===== src/rtl/cpu_pipe_pkg.sv =====
// rtl/cpu_pipe_pkg.sv - shared state encoding, opcodes and pipeline depth for the CPU pipeline
package cpu_pipe_pkg;

  typedef enum logic [1:0] {
    FILL   = 2'd0,
    RUN    = 2'd1,
    DRAIN  = 2'd2,
    HALTED = 2'd3
  } pipe_state_t;

  localparam logic [5:0] RTYPE = 6'h00;
  localparam logic [5:0] J     = 6'h02;
  localparam logic [5:0] BEQ   = 6'h04;
  localparam logic [5:0] BNE   = 6'h05;
  localparam logic [5:0] ADDI  = 6'h08;
  localparam logic [5:0] SLTI  = 6'h0a;
  localparam logic [5:0] ORI   = 6'h0d;
  localparam logic [5:0] LUI   = 6'h0f;
  localparam logic [5:0] LW    = 6'h23;
  localparam logic [5:0] SW    = 6'h2b;

  localparam int STAGES_DEFAULT = 5;

endpackage


===== src/rtl/pipeline_hazard_sequencer_if.sv =====
// rtl/pipeline_hazard_sequencer_if.sv - hazard inputs and pipeline-register controls of the sequencer
interface pipeline_hazard_sequencer_if #(
  parameter int CNT_W = 16
);
  logic             IDStall;
  logic             EXStall;
  logic             branch_taken;
  logic             jump;
  logic             halt;
  logic             pc_en;
  logic             ifid_en;
  logic             ifid_flush;
  logic             idex_en;
  logic             idex_bubble;
  logic             exmem_bubble;
  logic             wb_en;
  logic             halted;
  logic             watchdog;
  logic [CNT_W-1:0] stall_cycles;
  logic [CNT_W-1:0] flush_count;

  modport master (
    input  IDStall, EXStall, branch_taken, jump, halt,
    output pc_en, ifid_en, ifid_flush, idex_en, idex_bubble, exmem_bubble,
           wb_en, halted, watchdog, stall_cycles, flush_count
  );

  modport slave (
    output IDStall, EXStall, branch_taken, jump, halt,
    input  pc_en, ifid_en, ifid_flush, idex_en, idex_bubble, exmem_bubble,
           wb_en, halted, watchdog, stall_cycles, flush_count
  );
endinterface


===== src/rtl/sat_counter.sv =====
// rtl/sat_counter.sv - event counter that sticks at all-ones instead of wrapping
module sat_counter #(
  parameter int CNT_W = 16
) (
  input  logic             clk,
  input  logic             reset_n,
  input  logic             inc,
  output logic [CNT_W-1:0] count
);

  always_ff @(posedge clk or negedge reset_n) begin
    if (!reset_n) begin
      count <= '0;
    end else if (inc && (count != {CNT_W{1'b1}})) begin
      count <= count + CNT_W'(1);
    end
  end

endmodule


===== src/rtl/pipeline_hazard_sequencer.sv =====
// rtl/pipeline_hazard_sequencer.sv - pipeline fill/run/drain/halt sequencing with stall and redirect control
module pipeline_hazard_sequencer
  import cpu_pipe_pkg::*;
#(
  parameter int STAGES    = STAGES_DEFAULT,
  parameter int MAX_STALL = 8,
  parameter int CNT_W     = 16
) (
  input  logic                       clk,
  input  logic                       reset_n,
  pipeline_hazard_sequencer_if.master bus
);

  localparam int PW = $clog2(STAGES) + 1;
  localparam int RW = $clog2(MAX_STALL + 1);
  localparam logic [PW-1:0] FILL_LAST  = PW'(STAGES - 2);
  localparam logic [PW-1:0] DRAIN_LAST = PW'(STAGES - 3);
  localparam logic [RW-1:0] RUN_TRIP   = RW'(MAX_STALL - 1);
  localparam logic [RW-1:0] RUN_MAX    = RW'(MAX_STALL);

  pipe_state_t     state, state_nxt;
  logic [PW-1:0]   phase_cnt, phase_nxt;
  logic [RW-1:0]   run_cnt;
  logic            watchdog;
  logic            stalled;
  logic            pc_en, ifid_en, ifid_flush, idex_en;
  logic            idex_bubble, exmem_bubble, wb_en, halted;
  logic [CNT_W-1:0] stall_cycles, flush_count;

  always_ff @(posedge clk or negedge reset_n) begin
    if (!reset_n) begin
      state     <= FILL;
      phase_cnt <= '0;
    end else begin
      state     <= state_nxt;
      phase_cnt <= phase_nxt;
    end
  end

  always_comb begin
    state_nxt    = state;
    phase_nxt    = phase_cnt;
    pc_en        = 1'b0;
    ifid_en      = 1'b0;
    ifid_flush   = 1'b0;
    idex_en      = 1'b0;
    idex_bubble  = 1'b0;
    exmem_bubble = 1'b0;
    wb_en        = 1'b0;
    halted       = 1'b0;
    case (state)
      FILL: begin
        pc_en     = 1'b1;
        ifid_en   = 1'b1;
        idex_en   = 1'b1;
        phase_nxt = phase_cnt + PW'(1);
        if (phase_cnt == FILL_LAST) begin
          state_nxt = RUN;
          phase_nxt = '0;
        end
      end
      RUN: begin
        pc_en   = 1'b1;
        ifid_en = 1'b1;
        idex_en = 1'b1;
        wb_en   = 1'b1;
        if (bus.EXStall) begin
          pc_en        = 1'b0;
          ifid_en      = 1'b0;
          idex_en      = 1'b0;
          exmem_bubble = 1'b1;
        end else if (bus.IDStall) begin
          pc_en       = 1'b0;
          ifid_en     = 1'b0;
          idex_bubble = 1'b1;
        end else if (bus.branch_taken || bus.jump) begin
          // A redirect squashes the IF/ID slot, so a halt seen alongside it is not real.
          ifid_flush = 1'b1;
        end else if (bus.halt) begin
          ifid_flush = 1'b1;
          state_nxt  = DRAIN;
          phase_nxt  = '0;
        end
      end
      DRAIN: begin
        idex_en     = 1'b1;
        idex_bubble = 1'b1;
        wb_en       = 1'b1;
        phase_nxt   = phase_cnt + PW'(1);
        if (phase_cnt == DRAIN_LAST) begin
          state_nxt = HALTED;
        end
      end
      HALTED: begin
        halted = 1'b1;
      end
      default: begin
        state_nxt = FILL;
        phase_nxt = '0;
      end
    endcase
  end

  assign stalled = (state == RUN) && (bus.IDStall || bus.EXStall);

  always_ff @(posedge clk or negedge reset_n) begin
    if (!reset_n) begin
      run_cnt  <= '0;
      watchdog <= 1'b0;
    end else begin
      if (!stalled) begin
        run_cnt <= '0;
      end else if (run_cnt != RUN_MAX) begin
        run_cnt <= run_cnt + RW'(1);
      end
      if (stalled && (run_cnt >= RUN_TRIP)) begin
        watchdog <= 1'b1;
      end
    end
  end

  sat_counter #(.CNT_W(CNT_W)) u_stall_cnt (
    .clk     (clk),
    .reset_n (reset_n),
    .inc     (stalled),
    .count   (stall_cycles)
  );

  sat_counter #(.CNT_W(CNT_W)) u_flush_cnt (
    .clk     (clk),
    .reset_n (reset_n),
    .inc     (ifid_flush),
    .count   (flush_count)
  );

  assign bus.pc_en        = pc_en;
  assign bus.ifid_en      = ifid_en;
  assign bus.ifid_flush   = ifid_flush;
  assign bus.idex_en      = idex_en;
  assign bus.idex_bubble  = idex_bubble;
  assign bus.exmem_bubble = exmem_bubble;
  assign bus.wb_en        = wb_en;
  assign bus.halted       = halted;
  assign bus.watchdog     = watchdog;
  assign bus.stall_cycles = stall_cycles;
  assign bus.flush_count  = flush_count;

endmodule


===== src/flat_wrapper.sv =====
// flat-port wrapper written by rule: the top's interface ports become plain ports
module pipeline_hazard_sequencer_flat import cpu_pipe_pkg::*;
#(
  parameter int STAGES    = STAGES_DEFAULT,
  parameter int MAX_STALL = 8,
  parameter int CNT_W     = 16
)
  (clk, reset_n, bus_IDStall, bus_EXStall, bus_branch_taken, bus_jump, bus_halt, bus_pc_en, bus_ifid_en, bus_ifid_flush, bus_idex_en, bus_idex_bubble, bus_exmem_bubble, bus_wb_en, bus_halted, bus_watchdog, bus_stall_cycles, bus_flush_count);
  pipeline_hazard_sequencer_if #(.CNT_W(CNT_W)) bus_i ();
  input  logic clk;
  input  logic reset_n;
  input wire logic [$bits(bus_i.IDStall)-1:0] bus_IDStall;
  input wire logic [$bits(bus_i.EXStall)-1:0] bus_EXStall;
  input wire logic [$bits(bus_i.branch_taken)-1:0] bus_branch_taken;
  input wire logic [$bits(bus_i.jump)-1:0] bus_jump;
  input wire logic [$bits(bus_i.halt)-1:0] bus_halt;
  output wire logic [$bits(bus_i.pc_en)-1:0] bus_pc_en;
  output wire logic [$bits(bus_i.ifid_en)-1:0] bus_ifid_en;
  output wire logic [$bits(bus_i.ifid_flush)-1:0] bus_ifid_flush;
  output wire logic [$bits(bus_i.idex_en)-1:0] bus_idex_en;
  output wire logic [$bits(bus_i.idex_bubble)-1:0] bus_idex_bubble;
  output wire logic [$bits(bus_i.exmem_bubble)-1:0] bus_exmem_bubble;
  output wire logic [$bits(bus_i.wb_en)-1:0] bus_wb_en;
  output wire logic [$bits(bus_i.halted)-1:0] bus_halted;
  output wire logic [$bits(bus_i.watchdog)-1:0] bus_watchdog;
  output wire logic [$bits(bus_i.stall_cycles)-1:0] bus_stall_cycles;
  output wire logic [$bits(bus_i.flush_count)-1:0] bus_flush_count;
  assign bus_i.IDStall = bus_IDStall;
  assign bus_i.EXStall = bus_EXStall;
  assign bus_i.branch_taken = bus_branch_taken;
  assign bus_i.jump = bus_jump;
  assign bus_i.halt = bus_halt;
  assign bus_pc_en = bus_i.pc_en;
  assign bus_ifid_en = bus_i.ifid_en;
  assign bus_ifid_flush = bus_i.ifid_flush;
  assign bus_idex_en = bus_i.idex_en;
  assign bus_idex_bubble = bus_i.idex_bubble;
  assign bus_exmem_bubble = bus_i.exmem_bubble;
  assign bus_wb_en = bus_i.wb_en;
  assign bus_halted = bus_i.halted;
  assign bus_watchdog = bus_i.watchdog;
  assign bus_stall_cycles = bus_i.stall_cycles;
  assign bus_flush_count = bus_i.flush_count;
  pipeline_hazard_sequencer #(.STAGES(STAGES), .MAX_STALL(MAX_STALL), .CNT_W(CNT_W)) u_core (.clk(clk), .reset_n(reset_n), .bus(bus_i));
endmodule

===== config.mk =====
export PLATFORM = sky130hd
export DESIGN_NAME = pipeline_hazard_sequencer_flat
export DESIGN_NICKNAME = d
export VERILOG_FILES = /design/src/rtl/cpu_pipe_pkg.sv /design/src/rtl/pipeline_hazard_sequencer_if.sv /design/src/rtl/sat_counter.sv /design/src/rtl/pipeline_hazard_sequencer.sv /design/src/flat_wrapper.sv
export SDC_FILE = /design/constraint.sdc
export NUM_CORES = 1
export LEC_CHECK = 0
export ABC_AREA = 1
export CORE_MARGIN = 3
export CORE_UTILIZATION = 29
export CTS_BUF_LIST = sky130_fd_sc_hd__clkbuf_2 sky130_fd_sc_hd__clkbuf_4 sky130_fd_sc_hd__clkbuf_8
export CTS_CLUSTER_SIZE = 12
export DETAILED_ROUTE_END_ITERATION = 7
export PLACE_DENSITY_LB_ADDON = 0.15
export SETUP_SLACK_MARGIN = 0.1
export SKIP_LAST_GASP = 1
export SYNTH_ARGS = -nofsm -noshare
export SYNTH_HDL_FRONTEND = slang
export SYNTH_HIERARCHICAL = 1
export SYNTH_SLANG_ARGS = --single-unit

===== constraint.sdc =====
create_clock -name clk -period 2 [get_ports clk]
set_input_delay 0.4 -clock clk [delete_from_list [all_inputs] [get_ports clk]]
set_output_delay 0.4 -clock clk [all_outputs]
set_load 0.03 [all_outputs]

==> results of run 1 <==
==> final cells by class <==
type | instances | area [um^2]
Fill cell | 985 | 5600
Clock inverter | 3 | 15.0
Clock buffer | 5 | 68.8
Tap cell | 129 | 161
Inverter | 47 | 183
Multi-Input combinational cell | 310 | 1640
Sequential cell | 43 | 1080
Timing Repair Buffer | 65 | 664
==> cell families (layout without fill, tap and decap cells) <==
group | Yosys count | after routing
compound gates | 20 | 20
xor+xnor | 12 | 12
fa+ha+maj | 10 | 10
buf+inv | 50 | 120
flops | 43 | 43
simple gates | 268 | 268
==> critical path, stage by stage (launching register included) <==
cell and delay (ns):
dfrtp_2 0.42, inv_2 0.07, ha_4 0.29, inv_4 0.04, o31ai_4 0.21, buf_6 0.16
==> where the power goes <==
part	internal, uW	switching, uW	leakage (uW)
clock network	240	325	0.0000477
registers	1060	249	0.000569
logic	1010	1440	0.00137
==> cells in the mapped netlist (all sizes together) (3+ instances only) <==
master and count:
ha 10, nor3 3, xnor2 6, xor2 6
o21ai 16, nor2 48, inv 46, buf 3
nand4 16, nand2 171, dfrtp 43, nand3 28
==> layer usage <==
layer / global-route usage / share of wire / wire length [um]
met5: 0 / 0 / 0
met4: 0.0319 / 0.0086 / 62
met3: 0.0288 / 0.045 / 323
met2: 0.217 / 0.47 / 3370
met1: 0.176 / 0.48 / 3450
==> registers in the layout (all words and copies together), names as in the netlist <==
name                      count
u_core/state                  2
u_core/run_cnt                4
u_core/u_stall_cnt/count     16
u_core/bus.watchdog           1
u_core/phase_cnt              4
u_core/u_flush_cnt/count     16
==> stage by stage <==
| stage | setup slack, ns | total power, uW | cell area (um^2) | std cells | setup TNS (ns) |
|---|---|---|---|---|---|
| floorplan | 0.0996 | 2760 | 2880 | 403 | 0 |
| global placement | -0.00394 | 3490 | 3550 | 584 | -0.00394 |
| global route | 0.0247 | 4670 | 3810 | 602 | 0 |
| CTS | 0.0605 | 4310 | 3730 | 600 | 0 |
| finish | 0.108 | 4320 | 3810 | 602 | 0 |
| detailed placement | -0.00717 | 3510 | 3550 | 584 | -0.00717 |
==> timing repair <==
| action | in CTS | in global routing |
|---|---|---|
| hold endpoints to repair | 0 | 0 |
| setup buffers | 8 | 2 |
| gates resized for setup | 14 | 22 |
| setup endpoints to repair | 5 | 20 |
| pin swaps | 5 | 6 |
==> worst paths after layout <==
| kind | startpoint | endpoint | cells past startpoint |
|---|---|---|---|
| max | u_core/state[0] | bus_idex_bubble | 5 |
| min | reset_n | u_core/u_flush_cnt/count[2] | 1 |
| max reg2reg | u_core/state[1] | u_core/u_stall_cnt/count[15] | 13 |
| min reg2reg | u_core/bus.watchdog | u_core/bus.watchdog | 1 |
| max in group asynchronous | reset_n | u_core/state[0] | 2 |
| min in group clk | u_core/bus.watchdog | u_core/bus.watchdog | 1 |
==> flow_metrics.py, run 1 <==
metrics = {
    "global_routing": {
        "grt_util_all_layers": 0.132,
        "antenna_found_initial": 0,
        "grt_pass1_wl_um": 12200,
        "grt_max_degree": 26,
        "globalRouteOverflowTotal": 0,
        "grt_pass1_vias": 2593,
    },
    "synthesis": {
        "synthSimpleGateAreaFrac": 0.427,
        "synth_nets": 420,
        "ys_types": 31,
        "synth_area_leaders": "dfrtp_1, nand2_1, inv_1",
        "synthAdderAreaFrac": 0.0437,
        "async_flop_share": 1.00,
        "synth.avg_cell_area_um2": 7.10,
        "synth_mux_area_frac": 0,
        "synth_flop_cell": "dfrtp_1",
        "synth_edf_count": 0,
        "synth_xor_area_frac": 0.0367,
        "synth_top_family_by_area": "simple AND/OR/NAND/NOR gates",
        "synth_seq_cells": 43,
        "synthCells": 403,
        "syn_area_mm2": 0.00286,
        "synth-compound-area-share": 0.0442,
        "synth_top_area_frac": 0.376,
        "yosysWarnings": 6,
        "seq_area_frac_synth": 0.376,
        "synth_top_cell_by_area": "dfrtp_1",
    },
    "layout": {
        "final_cell_mix": "nand2_1, dfrtp_1, inv_1",
        "final_common_cell": "nand2_1",
        "num_antenna_cells": 0,
        "syn_to_final_growth_pct": 33.3,
        "nNetsFinal": 489,
        "drive_gt1_frac": 0.173,
        "postLayoutCoreUtil": 0.405,
    },
    "routing": {
        "post_drt_wl_per_cell_um": 12.0,
        "routed_wl_um": 7210,
        "first_pass_iters": 4,
        "drt-initial-drc-count": 90,
        "num_vias": 2671,
        "detail-route-antenna-nets": 0,
        "drc": 0,
        "drt-vias-per-instance": 4.44,
    },
    "critical_path": {
        "endpoint_kind": "output port",
        "crit_required_ns": 1.60,
        "cp_max_fo": 4,
        "critPathKind": "flop to output port",
        "cp-start-kind": "flop",
        "regToRegSetupSlack_ns": 0.28,
        "worstPathArrival_ns": 1.49,
    },
    "power": {
        "p_per_area_mw_per_mm2": 1130,
        "ir_worst_vdd_v": 0.000428,
        "p_leak_uw": 0.00198,
    },
    "clock_tree": {
        "clock_latency_ns": 0.30,
        "clkTransAtPathRegs_ns": 0.09,
        "cts_tree": "built",
        "cts.sinks": 43,
        "cts-root-buf": "clkbuf_8",
        "cts_buffers": 5,
        "clockBufferDepth": 2,
        "hold_buffers": 0,
        "cts-htree-levels": 2,
    },
    "outcome": {
        "status": "complete, no violations",
    },
    "sta": {
        "maxSlewViolCount": 0,
        "slew_headroom": 0.649,
        "period_minus_slack_ns": 1.89,
        "fmax_mhz": 529,
        "grt_setup_unrepaired": "yes",
        "hold_viol_final": 0,
        "fin_skew_ns": 0.00723,
        "setup_viol": 0,
        "whs_ns": 0.0671,
        "worstMarginPinSlew_ns": 0.526,
        "period_share": 0.946,
    },
    "placement": {
        "place_congestion": 0.837,
        "dp_hpwl_um": 5380,
        "io_buffers": 47,
    },
    "floorplan": {
        "coreArea_mm2": 0.00942,
        "ioPinCount": 48,
        "die-area_mm2": 0.0111,
        "die_h_um": 105,
        "die_w_um": 105,
        "initial_core_util": 0.304,
        "rows": 35,
    },
    "flow_run": {
        "maxCapViolCount": 0,
    },
    "min_path": {
        "hold_path_class": "input pin to asynchronous set/reset pin",
    },
}
Note: power is estimated with default switching activity, not from simulation.
==> run 2: changes to the inputs <==
--- a/config.mk
+++ b/config.mk
@@ -5,7 +5,6 @@
 export SDC_FILE = /design/constraint.sdc
 export NUM_CORES = 1
 export LEC_CHECK = 0
-export ABC_AREA = 1
 export CORE_MARGIN = 3
 export CORE_UTILIZATION = 29
 export CTS_BUF_LIST = sky130_fd_sc_hd__clkbuf_2 sky130_fd_sc_hd__clkbuf_4 sky130_fd_sc_hd__clkbuf_8
==> run 2 against run 1 <==
Effect of this change: synthesized cell count is 44% lower; critical endpoint is now u_core/u_flush_cnt/count[15]; core utilization is 5.0 points higher; cell area is 5.0% lower; setup slack worse by 0.042 ns; worst hold slack better by 0.11 ns.
==> flow_metrics.py, run 2 <==
metrics = {
    "placement": {
        "place_congestion": 0.816,
        "place_ws_ns": -0.297,
        "io_buffers": 47,
        "dp_hpwl_um": 4070,
    },
    "sta": {
        "fmax_mhz": 517,
        "finalSetupTns_ns": 0,
        "slew_headroom": 0.624,
        "maxSlewViolCount": 0,
        "setup_viol": 0,
        "hold_viol_final": 0,
        "period_share": 0.967,
        "fin_skew_ns": 0.0103,
        "worstMarginPinSlew_ns": 0.563,
        "period_minus_slack_ns": 1.93,
        "worst_slack_ns": 0.0656,
        "grt_setup_unrepaired": "yes",
    },
    "power": {
        "ir_worst_vdd_v": 0.000474,
        "p_per_area_mw_per_mm2": 1170,
        "p_leak_uw": 0.00186,
    },
    "outcome": {
        "status": "complete, no violations",
    },
    "layout": {
        "num_antenna_cells": 0,
        "nNetsFinal": 324,
        "final_cell_mix": "dfrtp_1, buf_4, nand4_1",
        "drive_gt1_frac": 0.299,
        "syn_to_final_growth_pct": 47.5,
        "multi_input_area_mm2": 0.00149,
        "final_common_cell": "dfrtp_1",
        "top_regs": "u_core/u_flush_cnt/count: 16 flops, u_core/u_stall_cnt/count: 16 flops",
        "fill_cells": 776,
        "regArea_mm2": 0.00108,
    },
    "synthesis": {
        "synth_top_cell_by_area": "dfrtp_1",
        "yosysMostFrequentCell": "dfrtp_1",
        "synth_flop_cell": "dfrtp_1",
        "async_flop_share": 1.00,
        "seq_area_frac_synth": 0.438,
        "synth_top_area_frac": 0.438,
        "yosysWarnings": 6,
        "synth_seq_cells": 43,
        "synthCells": 224,
        "syn_area_mm2": 0.00245,
        "yosys-top-cells-count": "dfrtp_1, nand4_1, nor2_1",
        "ys_types": 50,
        "synth_nets": 241,
        "synth.avg_cell_area_um2": 11.0,
        "synth_edf_count": 0,
        "synth_area_leaders": "dfrtp_1, ha_1, nand4_1",
    },
    "critical_path": {
        "cp-startpoint": "u_core/state[1]",
        "crit_required_ns": 2.18,
        "cp_num_buf_inv": 2,
        "cp_max_fo": 3,
        "critPathKind": "flop to flop",
        "worst_path_max_delay_cell": "dfrtp_1",
        "crit_chain": "inv_2 > ha_4 > nand2b_4 > nor3_4 > buf_4 > nand4_1 > nor4_4 > nand3_2 > mux2_4",
        "r2r-start": "u_core/state[1]",
        "cp-start-kind": "flop",
        "crit_path_max_incr_delay_ns": 0.41,
        "cp_top_family": "simple AND/OR/NAND/NOR gates",
        "worstPathArrival_ns": 2.12,
        "endpoint_kind": "flop",
    },
    "clock_tree": {
        "cts.sinks": 43,
        "cts-root-buf": "clkbuf_8",
        "cts-htree-levels": 2,
        "cts_tree": "built",
        "clkTransAtPathRegs_ns": 0.09,
        "clock_latency_ns": 0.29,
        "cts_buffers": 5,
        "clockBufferDepth": 2,
        "hold_buffers": 0,
    },
    "global_routing": {
        "grt_pass1_wl_um": 9600,
        "grt_max_degree": 44,
        "antenna_found_initial": 0,
        "globalRouteOverflowTotal": 0,
        "grt_util_all_layers": 0.118,
        "grt_pass1_vias": 1998,
    },
    "floorplan": {
        "initial_core_util": 0.308,
        "die-area_mm2": 0.00960,
        "die_w_um": 98.0,
        "die_h_um": 98.0,
        "ioPinCount": 48,
        "rows": 32,
        "coreArea_mm2": 0.00797,
    },
    "routing": {
        "drc": 0,
        "post_drt_wl_per_cell_um": 14.1,
        "detail-route-antenna-nets": 0,
        "first_pass_iters": 4,
        "drt-vias-per-instance": 4.99,
        "routed_wl_um": 5770,
        "num_vias": 2044,
        "drt-initial-drc-count": 60,
    },
    "min_path": {
        "hold_path_class": "input pin to asynchronous set/reset pin",
    },
    "flow_run": {
        "maxCapViolCount": 0,
    },
}
[run 2: stage by stage]
step / cell area (um^2) / utilization / total power [uW] / hold WS (ns) / std cells
6_report: 3620 / 0.454 / 4220 / 0.176 / 410
5_1_grt: 3620 / 0.454 / 4490 / 0.219 / 410
4_1_cts: 3410 / 0.428 / 4000 / 0.202 / 401
3_5_place_dp: 3200 / 0.402 / 3080 / 0.461 / 388
3_3_place_gp: 3200 / 0.402 / 3060 / 0.463 / 388
2_1_floorplan: 2510 / - / 2360 / 0.104 / 224
[run 2: cell type report]
cell class | instances | share of cell area
multi-input combinational | 171 | 0.412
sequential | 43 | 0.297
timing repair buffer | 78 | 0.210
tap | 102 | 0.0352
clock buffer | 5 | 0.0190
clock inverter | 3 | 0.0187
inverter | 8 | 0.00829
[run 2: final timing paths]
kind                                                end  slack (ns)  cells after the start
hold reg to reg                     u_core/bus.watchdog        0.48                      1
setup / recovery           u_core/u_flush_cnt/count[15]        0.07                      9
setup reg to reg           u_core/u_flush_cnt/count[15]        0.07                      9
hold / removal                        u_core/run_cnt[2]        0.18                      2
max in group asynchronous           u_core/phase_cnt[0]        1.43                      2
min in group clk                    u_core/bus.watchdog        0.48                      1
[run 2: cells by family after synthesis]
group	count (synthesis)	share of synthesized area
and+or+nand+nor	94	0.273
AOI/OAI and AO/OA	44	0.129
DFF	43	0.438
xor gates and xnor gates	16	0.0571
buffers and inverters	10	0.0168
adders and majority gates	10	0.0510
muxes	7	0.0341
[run 2: metal layers]
layer  up-vias  wire (um)  global-route usage
met5         -          0                   0
met4         0         21              0.0224
met3         2        206              0.0271
met2        37       2830               0.193
met1       988       2710               0.162
li1       1017          -                   -
[run 2: repair_timing]
action / CTS / global route
pin swaps: 4 / 8
buffers inserted: 5 / 9
resized for setup: 23 / 46
endpoints found under the setup margin: 25 / 45
[run 2: power breakdown]
part	switching (uW)	internal, uW
clock network	308	498
registers	253	1030
logic	1090	1040
total	1660	2560
==> run 3: changes to the inputs <==
--- a/config.mk
+++ b/config.mk
@@ -10,10 +10,11 @@
 export CTS_BUF_LIST = sky130_fd_sc_hd__clkbuf_2 sky130_fd_sc_hd__clkbuf_4 sky130_fd_sc_hd__clkbuf_8
 export CTS_CLUSTER_SIZE = 12
 export DETAILED_ROUTE_END_ITERATION = 7
+export DONT_BUFFER_PORTS = 1
 export PLACE_DENSITY_LB_ADDON = 0.15
 export SETUP_SLACK_MARGIN = 0.1
 export SKIP_LAST_GASP = 1
+export SLEW_MARGIN = 10
 export SYNTH_ARGS = -nofsm -noshare
 export SYNTH_HDL_FRONTEND = slang
-export SYNTH_HIERARCHICAL = 1
 export SYNTH_SLANG_ARGS = --single-unit
==> run 3 against run 2 <==
Effect of this change: the run now ends with setup timing left; synthesized area down 4.5%; first-iteration DRC count down 38%; total power down 7.6%; cell area down 8.4%; final cell count down 5.6%; register-to-register slack worse by 0.02 ns; setup slack worse by 0.094 ns; highest routed layer unchanged; via count down 7.0%; sequential share of layout area up 3.0 points; critical endpoint is now bus_ifid_flush.
==> flow_metrics.py, run 3 <==
metrics = {
    "layout": {
        "fill_cells": 768,
        "top_regs": "u_core.u_flush_cnt.count: 16 flops, u_core.u_stall_cnt.count: 16 flops",
        "final_cell_mix": "buf_4, dfrtp_1, xor2_1",
        "syn_to_final_growth_pct": 41.5,
        "num_antenna_cells": 0,
        "final_common_cell": "buf_4",
        "nNetsFinal": 302,
        "drive_gt1_frac": 0.411,
    },
    "synthesis": {
        "syn_area_mm2": 0.00234,
        "async_flop_share": 1.00,
        "synth_area_leaders": "dfrtp_1, xor2_1, ha_1",
        "synth_seq_cells": 43,
        "seq_area_frac_synth": 0.459,
        "yosysWarnings": 0,
        "synth_top_cell_by_area": "dfrtp_1",
        "synth_edf_count": 0,
        "synth.avg_cell_area_um2": 10.7,
        "synthCells": 219,
        "yosysMostFrequentCell": "dfrtp_1",
        "synth_top_area_frac": 0.459,
        "synth_flop_cell": "dfrtp_1",
        "ys_types": 48,
        "synth_nets": 237,
        "yosys-top-cells-count": "dfrtp_1, xor2_1, nand2_1",
    },
    "power": {
        "seqPwrFrac": 0.312,
        "p_per_area_mw_per_mm2": 1180,
        "pwr-share-comb": 0.542,
        "power.switching_uw": 1690,
        "p_clk_frac": 0.146,
        "design_power_total_uw": 3900,
        "power.internal_uw": 2210,
        "p_leak_uw": 0.00151,
        "ir_worst_vdd_v": 0.000820,
        "p_sw_frac": 0.432,
    },
    "sta": {
        "worstMarginPinSlew_ns": 0.462,
        "fmax_mhz": 493,
        "finalSetupTns_ns": -0.0288,
        "maxSlewViolCount": 0,
        "period_share": 1.01,
        "worst_slack_ns": -0.0288,
        "period_minus_slack_ns": 2.03,
        "whs_ns": 0.469,
        "slew_headroom": 0.690,
        "setup_viol": 1,
        "hold_viol_final": 0,
        "fin_skew_ns": 0.0116,
        "grt_setup_unrepaired": "yes",
    },
    "clock_tree": {
        "clock_latency_ns": 0.30,
        "cts_buffers": 5,
        "cts-htree-levels": 2,
        "clockBufferDepth": 2,
        "cts-root-buf": "clkbuf_8",
        "clkTransAtPathRegs_ns": 0.08,
        "cts.sinks": 43,
        "cts_tree": "built",
    },
    "routing": {
        "routed_wl_um": 5850,
        "first_pass_iters": 4,
        "drc": 0,
        "post_drt_wl_per_cell_um": 15.1,
        "detail-route-antenna-nets": 0,
        "drt-vias-per-instance": 4.91,
        "num_vias": 1901,
        "drt-initial-drc-count": 37,
    },
    "floorplan": {
        "die-area_mm2": 0.00920,
        "initial_core_util": 0.302,
        "die_w_um": 95.9,
        "ioPinCount": 48,
        "rows": 32,
        "die_h_um": 95.9,
        "coreArea_mm2": 0.00777,
    },
    "placement": {
        "io_buffers": 0,
        "place_congestion": 0.728,
        "dp_hpwl_um": 4150,
    },
    "global_routing": {
        "grt_pass1_wl_um": 9680,
        "grt_pass1_vias": 2020,
        "globalRouteOverflowTotal": 0,
        "grt_util_all_layers": 0.136,
        "antenna_found_initial": 0,
        "grt_max_degree": 44,
    },
    "critical_path": {
        "worstPathArrival_ns": 1.63,
        "critPathKind": "flop to output port",
        "cp-start-kind": "flop",
        "endpoint_kind": "output port",
        "cp_max_fo": 3,
        "crit_required_ns": 1.60,
    },
    "flow_run": {
        "maxCapViolCount": 0,
    },
    "outcome": {
        "status": "complete, but fails checks",
        "violations": "setup timing",
    },
    "min_path": {
        "hold_path_class": "input pin to flop",
    },
}
run 3: cell count changes after synthesis, moves of 3 or more:
cell / before / now
xor2_1: 5 / 18
o21ai_0: 6 / 1
nand4_1: 17 / 10
nand3_4: 3 / 0
o21a_1: 8 / 2
mux2_1: 2 / 5
a21oi_1: 11 / 4
nor4_1: 0 / 7
o21ai_1: 0 / 5
nand2b_1: 7 / 3
nand2_1: 11 / 14
nor3_1: 3 / 7
run 3: area by class of cell:
class                   instances  area (um^2)  share of cell area
repair buffers                 61          510               0.154
well taps                     102          128              0.0385
clock inverters                 2         12.5             0.00377
flip-flops and latches         43         1080               0.327
multi-input cells             164         1460               0.442
inverters                       9         41.3              0.0125
clock buffers                   6         76.3              0.0230
run 3: worst max-delay path: stages, from the launching register on:
cell and delay (ns):
dfrtp_1 0.39, inv_2 0.08, ha_4 0.12, or3b_4 0.38, or2_4 0.27, inv_6 0.09
run 3: cell families after synthesis:
group           count (synthesis)  share of synthesized area
buf+inv                        12                     0.0214
mux                             7                     0.0326
flops                          43                      0.459
fa+ha+maj                      11                     0.0587
xor+xnor                       28                      0.105
simple gates                   93                      0.253
compound gates                 25                     0.0710
run 3: path summary, 6_finish.rpt:
| check | to | cells after the start | startpoint | slack [ns] |
|---|---|---|---|---|
| hold / removal | u_core.run_cnt[1] | 3 | bus_EXStall | 0.47 |
| max in group asynchronous | u_core.u_stall_cnt.count[1] | 2 | reset_n | 1.15 |
| min in group asynchronous | u_core.u_flush_cnt.count[5] | 2 | reset_n | 0.62 |
| hold reg to reg | u_core.u_flush_cnt.count[6] | 1 | u_core.u_flush_cnt.count[6] | 0.54 |
| setup reg to reg | u_core.u_flush_cnt.count[15] | 7 | u_core.state[1] | 0.05 |
| setup / recovery | bus_ifid_flush | 5 | u_core.state[1] | -0.03 |
run 3: metal layers:
| metal | routed length [um] | vias to the layer above | track usage |
|---|---|---|---|
| met5 | 0 | - | 0 |
| met4 | 28 | 0 | 0.0355 |
| met3 | 287 | 2 | 0.0453 |
| met2 | 2940 | 36 | 0.239 |
| met1 | 2600 | 935 | 0.157 |
| li1 | - | 928 | - |
run 3: per-stage QoR:
stage          utilization  worst slack, ns  std cells  cell area, um^2
2_1_floorplan            -           0.0837        219             2390
3_3_place_gp         0.370           0.0464        369             2880
3_5_place_dp         0.370          0.00980        369             2880
4_1_cts              0.404          -0.0780        383             3130
5_1_grt              0.427           -0.102        387             3320
6_report             0.427          -0.0288        387             3320
run 3: power groups by stage:
stage / sequential (uW) / clock (uW) / combinational, uW
2_1_floorplan: 1470 / 0 / 898
3_3_place_gp: 1230 / 0 / 1700
3_5_place_dp: 1230 / 0 / 1710
4_1_cts: 1210 / 604 / 1920
5_1_grt: 1240 / 639 / 2300
6_report: 1220 / 568 / 2110
run 3: timing repair:
action,CTS,global route
pin swaps,6,14
hold buffers,2,0
setup buffers,6,4
endpoints found under the setup margin,10,29
endpoints found under the hold margin,43,0
gates resized for setup,24,28
